`src/rtl/spi_master.sv`:
```
// SPI mode-0 master (CPOL=0, CPHA=0, MSB first).
// Sends one command byte followed by iNUM_BYTES data bytes; data bytes are
// full duplex, command-byte MISO bits are discarded.
module spi_master #(
  parameter int CLK_HALF = 4
) (
  input  logic       iCLK,
  input  logic       iRESET_n,
  input  logic       iSTART,
  input  logic [7:0] iCMD,
  input  logic [7:0] iNUM_BYTES,
  input  logic [7:0] iTX_BYTE,
  output logic       oTX_ACK,
  output logic [7:0] oRX_BYTE,
  output logic       oRX_VALID,
  output logic       oBUSY,
  output logic       oDONE,
  output logic       oSPI_CLK,
  output logic       oSPI_SS_n,
  output logic       oSPI_MOSI,
  input  logic       iSPI_MISO
);

  localparam logic [2:0] S_IDLE   = 3'd0;
  localparam logic [2:0] S_SETUP  = 3'd1;
  localparam logic [2:0] S_SCK_HI = 3'd2;
  localparam logic [2:0] S_SCK_LO = 3'd3;
  localparam logic [2:0] S_HOLD   = 3'd4;
  localparam logic [2:0] S_GAP    = 3'd5;

  localparam int DIV_W = (CLK_HALF > 1) ? $clog2(CLK_HALF) : 1;
  localparam logic [DIV_W-1:0] DIV_LAST = DIV_W'(CLK_HALF - 1);

  logic [2:0]       state_q, state_d;
  logic [DIV_W-1:0] div_q, div_d;
  logic [2:0]       bit_cnt_q, bit_cnt_d;
  logic [7:0]       byte_cnt_q, byte_cnt_d;
  logic [7:0]       shift_q, shift_d;
  logic [7:0]       rx_shift_q, rx_shift_d;
  logic [7:0]       rx_byte_q, rx_byte_d;
  logic             data_q, data_d;       // past the command byte
  logic             last_q, last_d;       // final bit shifted, heading for HOLD
  logic             rx_pend_q, rx_pend_d; // data byte complete, publish next cycle
  logic             sclk_q, sclk_d;
  logic             ss_n_q, ss_n_d;
  logic             mosi_q, mosi_d;
  logic             busy_q, busy_d;
  logic             done_q, done_d;
  logic             tx_ack_q, tx_ack_d;
  logic             rx_valid_q, rx_valid_d;
  logic             div_last;
  logic             go_hi;

  assign div_last = (div_q == DIV_LAST);

  assign oTX_ACK   = tx_ack_q;
  assign oRX_BYTE  = rx_byte_q;
  assign oRX_VALID = rx_valid_q;
  assign oBUSY     = busy_q;
  assign oDONE     = done_q;
  assign oSPI_CLK  = sclk_q;
  assign oSPI_SS_n = ss_n_q;
  assign oSPI_MOSI = mosi_q;

  // Next-state, shift-register and registered-output logic
  always_comb begin
    state_d    = state_q;
    bit_cnt_d  = bit_cnt_q;
    byte_cnt_d = byte_cnt_q;
    shift_d    = shift_q;
    rx_shift_d = rx_shift_q;
    rx_byte_d  = rx_byte_q;
    data_d     = data_q;
    last_d     = last_q;
    rx_pend_d  = 1'b0;
    sclk_d     = sclk_q;
    ss_n_d     = ss_n_q;
    mosi_d     = mosi_q;
    busy_d     = busy_q;
    done_d     = 1'b0;
    tx_ack_d   = 1'b0;
    rx_valid_d = 1'b0;
    go_hi      = 1'b0;

    if (state_q == S_IDLE) div_d = '0;
    else if (div_last)     div_d = '0;
    else                   div_d = div_q + DIV_W'(1);

    if (rx_pend_q) begin
      rx_byte_d  = rx_shift_q;
      rx_valid_d = 1'b1;
    end

    case (state_q)
      S_IDLE: begin
        if (iSTART) begin
          state_d    = S_SETUP;
          shift_d    = iCMD;
          byte_cnt_d = iNUM_BYTES;
          bit_cnt_d  = '0;
          data_d     = 1'b0;
          last_d     = 1'b0;
          mosi_d     = iCMD[7];
          ss_n_d     = 1'b0;
          busy_d     = 1'b1;
        end
      end
      S_SETUP: begin
        if (div_last) go_hi = 1'b1;
      end
      S_SCK_HI: begin
        if (div_last) begin
          state_d   = S_SCK_LO;
          sclk_d    = 1'b0;
          bit_cnt_d = bit_cnt_q + 3'd1;
          if (bit_cnt_q != 3'd7) begin
            shift_d = {shift_q[6:0], 1'b0};
            mosi_d  = shift_q[6];
          end else if (byte_cnt_q != 8'd0) begin
            shift_d    = iTX_BYTE;
            mosi_d     = iTX_BYTE[7];
            tx_ack_d   = 1'b1;
            byte_cnt_d = byte_cnt_q - 8'd1;
            data_d     = 1'b1;
          end else begin
            last_d = 1'b1;
          end
        end
      end
      S_SCK_LO: begin
        if (div_last) begin
          if (last_q) state_d = S_HOLD;
          else        go_hi   = 1'b1;
        end
      end
      S_HOLD: begin
        if (div_last) begin
          state_d = S_GAP;
          ss_n_d  = 1'b1;
          mosi_d  = 1'b0;
          done_d  = 1'b1;
        end
      end
      S_GAP: begin
        if (div_last) begin
          state_d = S_IDLE;
          busy_d  = 1'b0;
        end
      end
      default: state_d = S_IDLE;
    endcase

    // Rising SCLK edge: MISO is captured on the same clock that raises SCLK
    if (go_hi) begin
      state_d    = S_SCK_HI;
      sclk_d     = 1'b1;
      rx_shift_d = {rx_shift_q[6:0], iSPI_MISO};
      rx_pend_d  = data_q && (bit_cnt_q == 3'd7);
    end
  end

  // State and output registers with synchronous active-low reset
  always_ff @(posedge iCLK) begin
    if (!iRESET_n) begin
      state_q    <= S_IDLE;
      div_q      <= '0;
      bit_cnt_q  <= '0;
      byte_cnt_q <= '0;
      shift_q    <= '0;
      rx_shift_q <= '0;
      rx_byte_q  <= '0;
      data_q     <= 1'b0;
      last_q     <= 1'b0;
      rx_pend_q  <= 1'b0;
      sclk_q     <= 1'b0;
      ss_n_q     <= 1'b1;
      mosi_q     <= 1'b0;
      busy_q     <= 1'b0;
      done_q     <= 1'b0;
      tx_ack_q   <= 1'b0;
      rx_valid_q <= 1'b0;
    end else begin
      state_q    <= state_d;
      div_q      <= div_d;
      bit_cnt_q  <= bit_cnt_d;
      byte_cnt_q <= byte_cnt_d;
      shift_q    <= shift_d;
      rx_shift_q <= rx_shift_d;
      rx_byte_q  <= rx_byte_d;
      data_q     <= data_d;
      last_q     <= last_d;
      rx_pend_q  <= rx_pend_d;
      sclk_q     <= sclk_d;
      ss_n_q     <= ss_n_d;
      mosi_q     <= mosi_d;
      busy_q     <= busy_d;
      done_q     <= done_d;
      tx_ack_q   <= tx_ack_d;
      rx_valid_q <= rx_valid_d;
    end
  end

endmodule

```
`config.mk`:
```
export PLATFORM = sky130hd
export DESIGN_NAME = spi_master
export DESIGN_NICKNAME = d
export VERILOG_FILES = /design/src/rtl/spi_master.sv
export SDC_FILE = /design/constraint.sdc
export NUM_CORES = 1
export LEC_CHECK = 0
export ABC_AREA = 1
export CORE_ASPECT_RATIO = 1.2
export CORE_MARGIN = 2
export CORE_UTILIZATION = 50
export DETAILED_ROUTE_END_ITERATION = 8
export PLACE_DENSITY = 0.83
export SYNTH_ARGS = -nofsm -noshare
export SYNTH_HDL_FRONTEND = slang
export SYNTH_SLANG_ARGS = --single-unit
export TNS_END_PERCENT = 1
```
`constraint.sdc`:
```
create_clock -name iCLK -period 4.2 [get_ports iCLK]
set_clock_uncertainty 0.2 [all_clocks]
set_input_delay 0.84 -clock iCLK [delete_from_list [all_inputs] [get_ports iCLK]]
set_output_delay 0.84 -clock iCLK [all_outputs]
set_load 0.1 [all_outputs]
```
==> metrics.log, run 1 <==
[metrics] status: finished clean
[metrics] routed wire length: about 5.4 mm
[metrics] path type of the worst min-delay path: flop to flop
[metrics] family with the most delay on the worst path: buffers and inverters
[metrics] Final Critical Period: approximately 2.9 ns
[metrics] Worst Setup SP: oSPI_SS_n$_SDFFE_PN1P_
[metrics] number of standard cells after synthesis: 365
[metrics] clock insertion delay at the later pin of the skew report: between 0.3 and 0.4 ns
[metrics] slew at the pin closest to its max-slew limit: between 0.9 and 1 ns
[metrics] power spent charging and discharging nets: just under 700 uW
[metrics] post-synthesis sequential area ratio: 0.385
[metrics] root buf cell: sky130_fd_sc_hd__clkbuf_8
[metrics] Worst path max stage delay: between 1 and 1.5 ns
[metrics] Post CTS Setup Buffer Count: 0
[metrics] cell taking the most area after synthesis: sky130_fd_sc_hd__dfxtp_1
[metrics] antenna fix cells: 0
[metrics] total area of multi-input combinational cells: 1350 um2
[metrics] largest cells by area after synthesis: sky130_fd_sc_hd__dfxtp_1 (39%), sky130_fd_sc_hd__nand2_1 (12%), sky130_fd_sc_hd__nor2_1 (7.8%)
[metrics] number of global-route vias before repair: 2169
[metrics] per-cell via count in the routed design: 5.11
[metrics] GRT overflow: 0
[metrics] maximum number of pins on one net before global-route repair: 29
[metrics] Routed Antenna Nets: 0
[metrics] synthesized netlist net count: approximately 400
[metrics] initial core utilization: 0.519
[metrics] ranking of synthesized cells by instance count: sky130_fd_sc_hd__nand2_1 (83), sky130_fd_sc_hd__nor2_1 (53), sky130_fd_sc_hd__dfxtp_1 (49)
[metrics] count of state elements after synthesis: 49
[metrics] clock buffer depth: 2
[metrics] hold buffer count at CTS: 0
[metrics] worst-path fanout max: 3
[metrics] non-filler cells in the finished layout: ~470
[metrics] maximum clock rate: roughly 350 MHz
[metrics] number of sinks driven by the clock tree: between 40 and 50
[metrics] H-tree levels: 2
[metrics] Critical R2R Launch: bit_cnt_q[0]$_SDFFE_PN0P_
[metrics] number of gates given a new drive strength after cts: 0
[metrics] CTS clock-pin slew for the worst setup and hold paths: around 0.080 ns
[metrics] category of the worst setup path capture point: output pin
[metrics] setup_tns: 0 ns
[metrics] RSZ-0062 raised after global routing: no
[metrics] number of buffers created by CTS: 5
[metrics] Critical Path RT: about 3.2 ns
[metrics] GPL Wtd Cong: around 0.83
[metrics] Vert. Die Dim: ~80 um
[metrics] count of input and output buffers: 42
[metrics] most common cell in the netlist: sky130_fd_sc_hd__nand2_1
[metrics] crit path kind: flop to output pin
[metrics] Peak supply drop: ~0.00024 V
[metrics] fin nets: ~440
[metrics] Layout fillers: 442
[metrics] sw frac: 0.435
[metrics] First-pass DRT Iterations: 4
[metrics] startpoint type of the worst setup path: flop
[metrics] number of failing hold endpoints at the final stage: 0
[metrics] Stages on worst setup path: 1
[metrics] number of remaining DRC errors: 0
[metrics] Post-synth top flop: sky130_fd_sc_hd__dfxtp_1
[metrics] pwr/cell area: around 520 nW/um2
[metrics] die width: between 60 and 70 um
[metrics] via total after detailed routing: ~2400
[metrics] fraction of post-synthesis cell area in the top cell type by area: 0.385
[metrics] setup slack, reg-to-reg: 2.20 ns
[metrics] reported leakage power: 0.00143 uW
[metrics] synthesis-to-layout area growth: 20.7%
[metrics] FF-to-FF path depth: 7
[metrics] Total Die Area: around 5700 um2
[metrics] final cycle utilization of the critical path: 0.679
[metrics] total power after layout: 1600 uW
[metrics] cell type of the slowest stage on the worst timing path: sky130_fd_sc_hd__clkdlybuf4s50_1
[metrics] number of antenna violations at the first check in global routing: 0
[metrics] logic gate share of total power: 0.446
[metrics] Cell Int Power: about 900 uW
[metrics] relative slew slack: 0.339
[metrics] netlist area before placement: approximately 2500 um2
[metrics] total buffers and inverters traversed by the critical path: 1
[metrics] Flop pwr share: 0.374
[metrics] Yosys warning count: 0
[metrics] setup violators final: 0
[metrics] GRT Overall Usage: 0.198
[metrics] per-cell routed wire length: between 10 and 15 um
[metrics] cells along the critical path: clkdlybuf4s50_1
[metrics] post-placement cell count: between 400 and 500
[metrics] Distinct cells, synth: 31
[metrics] number of synthesized flops with an enable pin: 0
[metrics] Rows: 28
[metrics] global-route wire length before repair: 9.25 mm
[metrics] clock network power share: 0.180
[metrics] fraction of layout cells with a size suffix above 1: 0.121
[metrics] max-slew violation count: 0
[metrics] violation count after the first detailed-routing iteration: about 130
[metrics] post-layout util: 0.627
[metrics] number of top-level pins: 43
[metrics] maximum capacitance violations: 0
[metrics] CTS tree: done
[metrics] CP Data Arrival Time: about 1.8 ns
[metrics] syn avg cell area: about 7.0 um2
[metrics] Async SR Flop Fraction: 0
[metrics] critical path endpoint: oSPI_SS_n
[metrics] Worst R2R End: byte_cnt_q[2]$_SDFFE_PN0P_
[metrics] placed wire-length estimate: 3.85 mm
[metrics] FF+latch area: between 900 and 1000 um2
[metrics] core box area: slightly below 5000 um2
[power by group through the flow]
stage                     Sequential (uW)  Clock (uW)  Combinational, uW
final                                 596         288                713
after global routing                  605         314                806
after CTS                             596         296                710
after detailed placement              606           0                707
after global placement                605           0                694
after floorplan                       676           0                530
[logic make-up after synthesis]
group / count (synthesis) / share of synthesized area
adders and majority gates: 6 / 0.0295
buffers and inverters: 49 / 0.0851
DFF: 49 / 0.385
and+or+nand+nor: 205 / 0.386
AOI/OAI and AO/OA: 56 / 0.114
[worst min-delay path by stage]
stage | startpoint | end | slack [ns] | cells after the start
after global routing | div_q[0]$_SDFF_PP0_ | div_q[0]$_SDFF_PP0_ | 0.28 | 1
after global placement | div_q[0]$_SDFF_PP0_ | div_q[0]$_SDFF_PP0_ | 0.24 | 1
after detailed placement | div_q[0]$_SDFF_PP0_ | div_q[0]$_SDFF_PP0_ | 0.24 | 1
after CTS | div_q[0]$_SDFF_PP0_ | div_q[0]$_SDFF_PP0_ | 0.26 | 1
final | div_q[0]$_SDFF_PP0_ | div_q[0]$_SDFF_PP0_ | 0.26 | 1
after floorplan | rx_shift_q[7]$_SDFFE_PN0P_ | rx_shift_q[7]$_SDFFE_PN0P_ | 0.22 | 2
[layout by cell type (no fill, tap or decap), types with 2 or more instances in the layout]
| master | netlist | routed |
|---|---|---|
| sky130_fd_sc_hd__nand2_1 | 83 | 83 |
| sky130_fd_sc_hd__nor2_1 | 53 | 53 |
| sky130_fd_sc_hd__dfxtp_1 | 49 | 49 |
| sky130_fd_sc_hd__clkdlybuf4s50_1 | 0 | 42 |
| sky130_fd_sc_hd__inv_1 | 34 | 34 |
| sky130_fd_sc_hd__o21ai_0 | 30 | 30 |
| sky130_fd_sc_hd__nand3_1 | 27 | 27 |
| sky130_fd_sc_hd__a21oi_1 | 12 | 12 |
| sky130_fd_sc_hd__nor2_2 | 11 | 11 |
| sky130_fd_sc_hd__o21ai_1 | 10 | 10 |
| sky130_fd_sc_hd__nand2_4 | 7 | 7 |
| sky130_fd_sc_hd__nand2_2 | 7 | 7 |
| sky130_fd_sc_hd__ha_1 | 6 | 6 |
| sky130_fd_sc_hd__clkbuf_8 | 0 | 5 |
| sky130_fd_sc_hd__nor3_2 | 3 | 3 |
| sky130_fd_sc_hd__nor2_4 | 2 | 2 |
| sky130_fd_sc_hd__inv_4 | 2 | 2 |
| sky130_fd_sc_hd__inv_2 | 2 | 2 |
| sky130_fd_sc_hd__nand3_2 | 2 | 2 |
| sky130_fd_sc_hd__a31oi_1 | 2 | 2 |
| sky130_fd_sc_hd__nor3_1 | 2 | 2 |
| sky130_fd_sc_hd__or2_2 | 2 | 2 |
| sky130_fd_sc_hd__nand3b_1 | 2 | 2 |
[state kept, by name, indices dropped and copies added, names as in the netlist, 2 cells and up]
name	flops
state_q	3
div_q	2
byte_cnt_q	8
shift_q	7
oRX_BYTE	8
bit_cnt_q	3
rx_shift_q	8
[through the flow]
step	setup slack (ns)	cell area [um2]	hold slack, ns
2_1_floorplan	2.22	2540	0.220
4_1_cts	1.33	3070	0.257
3_3_place_gp	1.67	2980	0.235
5_1_grt	1.31	3070	0.283
6_report	1.35	3070	0.261
3_5_place_dp	1.67	2980	0.244
[routing by layer]
| layer | global-route usage | vias to the layer above | wire [um] |
|---|---|---|---|
| met3 | 0.0498 | 7 | 237 |
| met1 | 0.231 | 1078 | 2430 |
| li1 | - | 1241 | - |
| met2 | 0.349 | 52 | 2650 |
| met4 | 0.0863 | 0 | 70 |
| met5 | 0 | - | 0 |
[layout make-up]
type                            instances  share of cell area
Multi-Input combinational cell        267               0.439
Sequential cell                        49               0.319
Clock inverter                          3             0.00814
Tap cell                               60              0.0244
Clock buffer                            5              0.0224
Inverter                               38              0.0480
Timing Repair Buffer                   43               0.139
[worst reg2reg max path, delay by kind of cell (launching register included)]
family / cells / cell delay (ns)
flops: 1 / 0.33
buf+inv: 1 / 0.38
fa+ha+maj: 2 / 0.44
compound gates: 1 / 0.16
simple gates: 3 / 0.44
(Power assumes the default switching activity.)
==> inputs of run 2 (changes only) <==
clock period = 2.9 ns   (was 4.2 ns; I/O delays follow)
==> metrics.log, run 2 (synthesis results as in run 1) <==
[metrics] First-pass DRT Iterations: 4 (unchanged)
[metrics] number of top-level pins: 43 (unchanged)
[metrics] status: finished clean (unchanged)
[metrics] number of failing hold endpoints at the final stage: 0 (unchanged)
[metrics] Worst Slack Setup Final: 0.898 ns (was 1.35 ns)
[metrics] Vert. Die Dim: 82.2 um (unchanged)
[metrics] pwr/cell area: 758 nW/um2 (was 520 nW/um2)
[metrics] total power after layout: 2300 uW (was 1600 uW)
[metrics] Final Critical Period: roughly 2.0 ns
[metrics] cell type of the slowest stage on the worst timing path: sky130_fd_sc_hd__inv_1 (was sky130_fd_sc_hd__clkdlybuf4s50_1)
[metrics] per-cell routed wire length: 12.0 um (was 11.6 um)
[metrics] number of global-route vias before repair: 2271 (was 2169)
[metrics] most common library cell in the layout ignoring fill and taps: sky130_fd_sc_hd__nand2_1 (unchanged)
[metrics] RSZ-0062 raised after global routing: no (unchanged)
[metrics] post-placement cell count: 458 (was 457)
[metrics] Flop pwr share: 0.377 (was 0.374)
[metrics] Post CTS Setup Buffer Count: 0 (unchanged)
[metrics] placed wire-length estimate: 3.97 mm (was 3.85 mm)
[metrics] maximum number of pins on one net before global-route repair: 27 (was 29)
[metrics] relative slew slack: 0.655 (was 0.339)
[metrics] synthesis-to-layout area growth: 19.3% (was 20.7%)
[metrics] FF+latch area: 981 um2 (unchanged)
[metrics] H-tree levels: 2 (unchanged)
[metrics] highest-count cells in the layout ignoring fill and taps: sky130_fd_sc_hd__nand2_1 (83), sky130_fd_sc_hd__nor2_1 (53), sky130_fd_sc_hd__dfxtp_1 (49) (unchanged)
[metrics] GPL Wtd Cong: 0.811 (was 0.834)
[metrics] antenna fix cells: 0 (unchanged)
[metrics] Routed Antenna Nets: 0 (unchanged)
[metrics] global-route wire length before repair: 9.66 mm (was 9.25 mm)
[metrics] final cycle utilization of the critical path: 0.690
[metrics] number of antenna violations at the first check in global routing: 0 (unchanged)
[metrics] logic gate share of total power: 0.448 (was 0.446)
[metrics] layer with the highest usage: met2 (unchanged)
[metrics] setup violators final: 0 (unchanged)
[metrics] startpoint type of the worst setup path: flop (unchanged)
[metrics] power spent charging and discharging nets: 1000 uW (was 694 uW)
[metrics] non-filler cells in the finished layout: 466 (was 465)
[metrics] CP Data Arrival Time: 2.04 ns (was 1.81 ns)
[metrics] setup slack, reg-to-reg: 0.90 ns (was 2.20 ns)
[metrics] reported leakage power: 0.00146 uW (was 0.00143 uW)
[metrics] grt met1 use: 0.244 (was 0.231)
[metrics] number of remaining DRC errors: 0 (unchanged)
[metrics] crit path kind: flop to flop (was flop to output pin)
[metrics] number of buffers created by CTS: 5 (unchanged)
[metrics] number of gates given a new drive strength after cts: 0 (unchanged)
[metrics] clock insertion delay at the later pin of the skew report: 0.31 ns (about the same)
[metrics] Rows: 28 (unchanged)
[metrics] Critical Path RT: 2.94 ns (was 3.16 ns)
[metrics] hold buffer count at CTS: 0 (unchanged)
[metrics] Worst path max stage delay: 0.38 ns (was 1.14 ns)
[metrics] worst slack at placement: 0.683 ns (was 1.67 ns)
[metrics] maximum capacitance violations: 0 (unchanged)
[metrics] setup_tns: 0 ns (unchanged)
[metrics] total area of multi-input combinational cells: 1350 um2 (unchanged)
[metrics] clock network power share: 0.175 (was 0.180)
[metrics] fin nets: 439 (was 438)
[metrics] met2 capacity usage during global routing: 0.379 (was 0.349)
[metrics] total buffers and inverters traversed by the critical path: 1 (unchanged)
[metrics] die width: 69.1 um (unchanged)
[metrics] worst hold margin: 0.252 ns (was 0.261 ns)
[metrics] category of the worst setup path capture point: flop (was output pin)
[metrics] maximum clock rate: about 500 MHz
[metrics] Cell Int Power: 1300 uW (was 902 uW)
[metrics] number of sinks driven by the clock tree: 49 (unchanged)
[metrics] worst-path fanout max: 17 (was 3)
[metrics] max-slew violation count: 0 (unchanged)
[metrics] sw frac: 0.435 (about the same)
[metrics] clock buffer depth: 2 (unchanged)
[metrics] violation count after the first detailed-routing iteration: 131 (was 129)
[metrics] count of input and output buffers: 42 (unchanged)
[metrics] cells along the critical path: ha_1 -> ha_1 -> inv_1 -> nand2_1 -> nand3_2 -> nand2_1 -> a21oi_1 (was clkdlybuf4s50_1)
[metrics] per-cell via count in the routed design: 5.21 (was 5.11)
[metrics] root buf cell: sky130_fd_sc_hd__clkbuf_8 (unchanged)
[metrics] path type of the worst min-delay path: flop to flop (unchanged)
[metrics] CTS tree: done (unchanged)
[metrics] core box area: 4900 um2 (unchanged)
[metrics] Total Die Area: 5680 um2 (unchanged)
[metrics] via total after detailed routing: 2427 (was 2378)
[metrics] fraction of layout cells with a size suffix above 1: 0.158 (was 0.121)
[metrics] slew at the pin closest to its max-slew limit: 0.518 ns (was 0.988 ns)
[metrics] GRT overflow: 0 (unchanged)
[metrics] Layout fillers: 445 (was 442)
[metrics] initial core utilization: 0.519 (unchanged)
[metrics] routed wire length: 5.57 mm (was 5.39 mm)
[metrics] met3 track utilization from global routing: 0.0437 (was 0.0498)
[metrics] family with the most delay on the worst path: adder cells (was buffers and inverters)
[metrics] CTS clock-pin slew for the worst setup and hold paths: 0.09 ns (was 0.08 ns)
[metrics] Peak supply drop: 0.000412 V (was 0.000241 V)
[metrics] GRT Overall Usage: 0.208 (was 0.198)
-- run 2: path summary, 6_finish.rpt --
check	endpoint	cells past startpoint	from
setup / recovery	byte_cnt_q[2]$_SDFFE_PN0P_	7	bit_cnt_q[0]$_SDFFE_PN0P_
hold / removal	div_q[0]$_SDFF_PP0_	1	div_q[0]$_SDFF_PP0_
setup reg to reg	byte_cnt_q[2]$_SDFFE_PN0P_	7	bit_cnt_q[0]$_SDFFE_PN0P_
hold reg to reg	div_q[0]$_SDFF_PP0_	1	div_q[0]$_SDFF_PP0_
-- run 2: through the flow --
stage,util,area (um2)
global route,0.619,3040
CTS,0.619,3040
detailed placement,0.601,2950
floorplan,-,2540
finish,0.619,3040
global placement,0.601,2950
-- run 2: power groups by stage --
| stage | sequential (uW) | combinational, uW | clock [uW] |
|---|---|---|---|
| after floorplan | 978 | 767 | 0 |
| after global placement | 876 | 1000 | 0 |
| after CTS | 866 | 1030 | 416 |
| final | 867 | 1030 | 404 |
| after detailed placement | 882 | 1020 | 0 |
| after global routing | 884 | 1160 | 439 |
-- run 2: worst register-to-register path: stages (launching register included) --
cell and delay, ns:
sky130_fd_sc_hd__dfxtp_1 0.33, sky130_fd_sc_hd__ha_1 0.20, sky130_fd_sc_hd__ha_1 0.25, sky130_fd_sc_hd__inv_1 0.38
sky130_fd_sc_hd__nand2_1 0.15, sky130_fd_sc_hd__nand3_2 0.21, sky130_fd_sc_hd__nand2_1 0.08, sky130_fd_sc_hd__a21oi_1 0.15
-- run 2: routing by layer --
layer,vias to the layer above,wire length (um)
met3,6,281
met5,-,0
met2,67,2720
li1,1239,-
met4,0,82
met1,1115,2490
-- run 2: cell type report --
type | instances | area share
clock inverters | 2 | 0.00453
repair buffers | 44 | 0.131
flip-flops and latches | 49 | 0.323
well taps | 60 | 0.0247
multi-input cells | 267 | 0.444
clock buffers | 6 | 0.0239
inverters | 38 | 0.0486
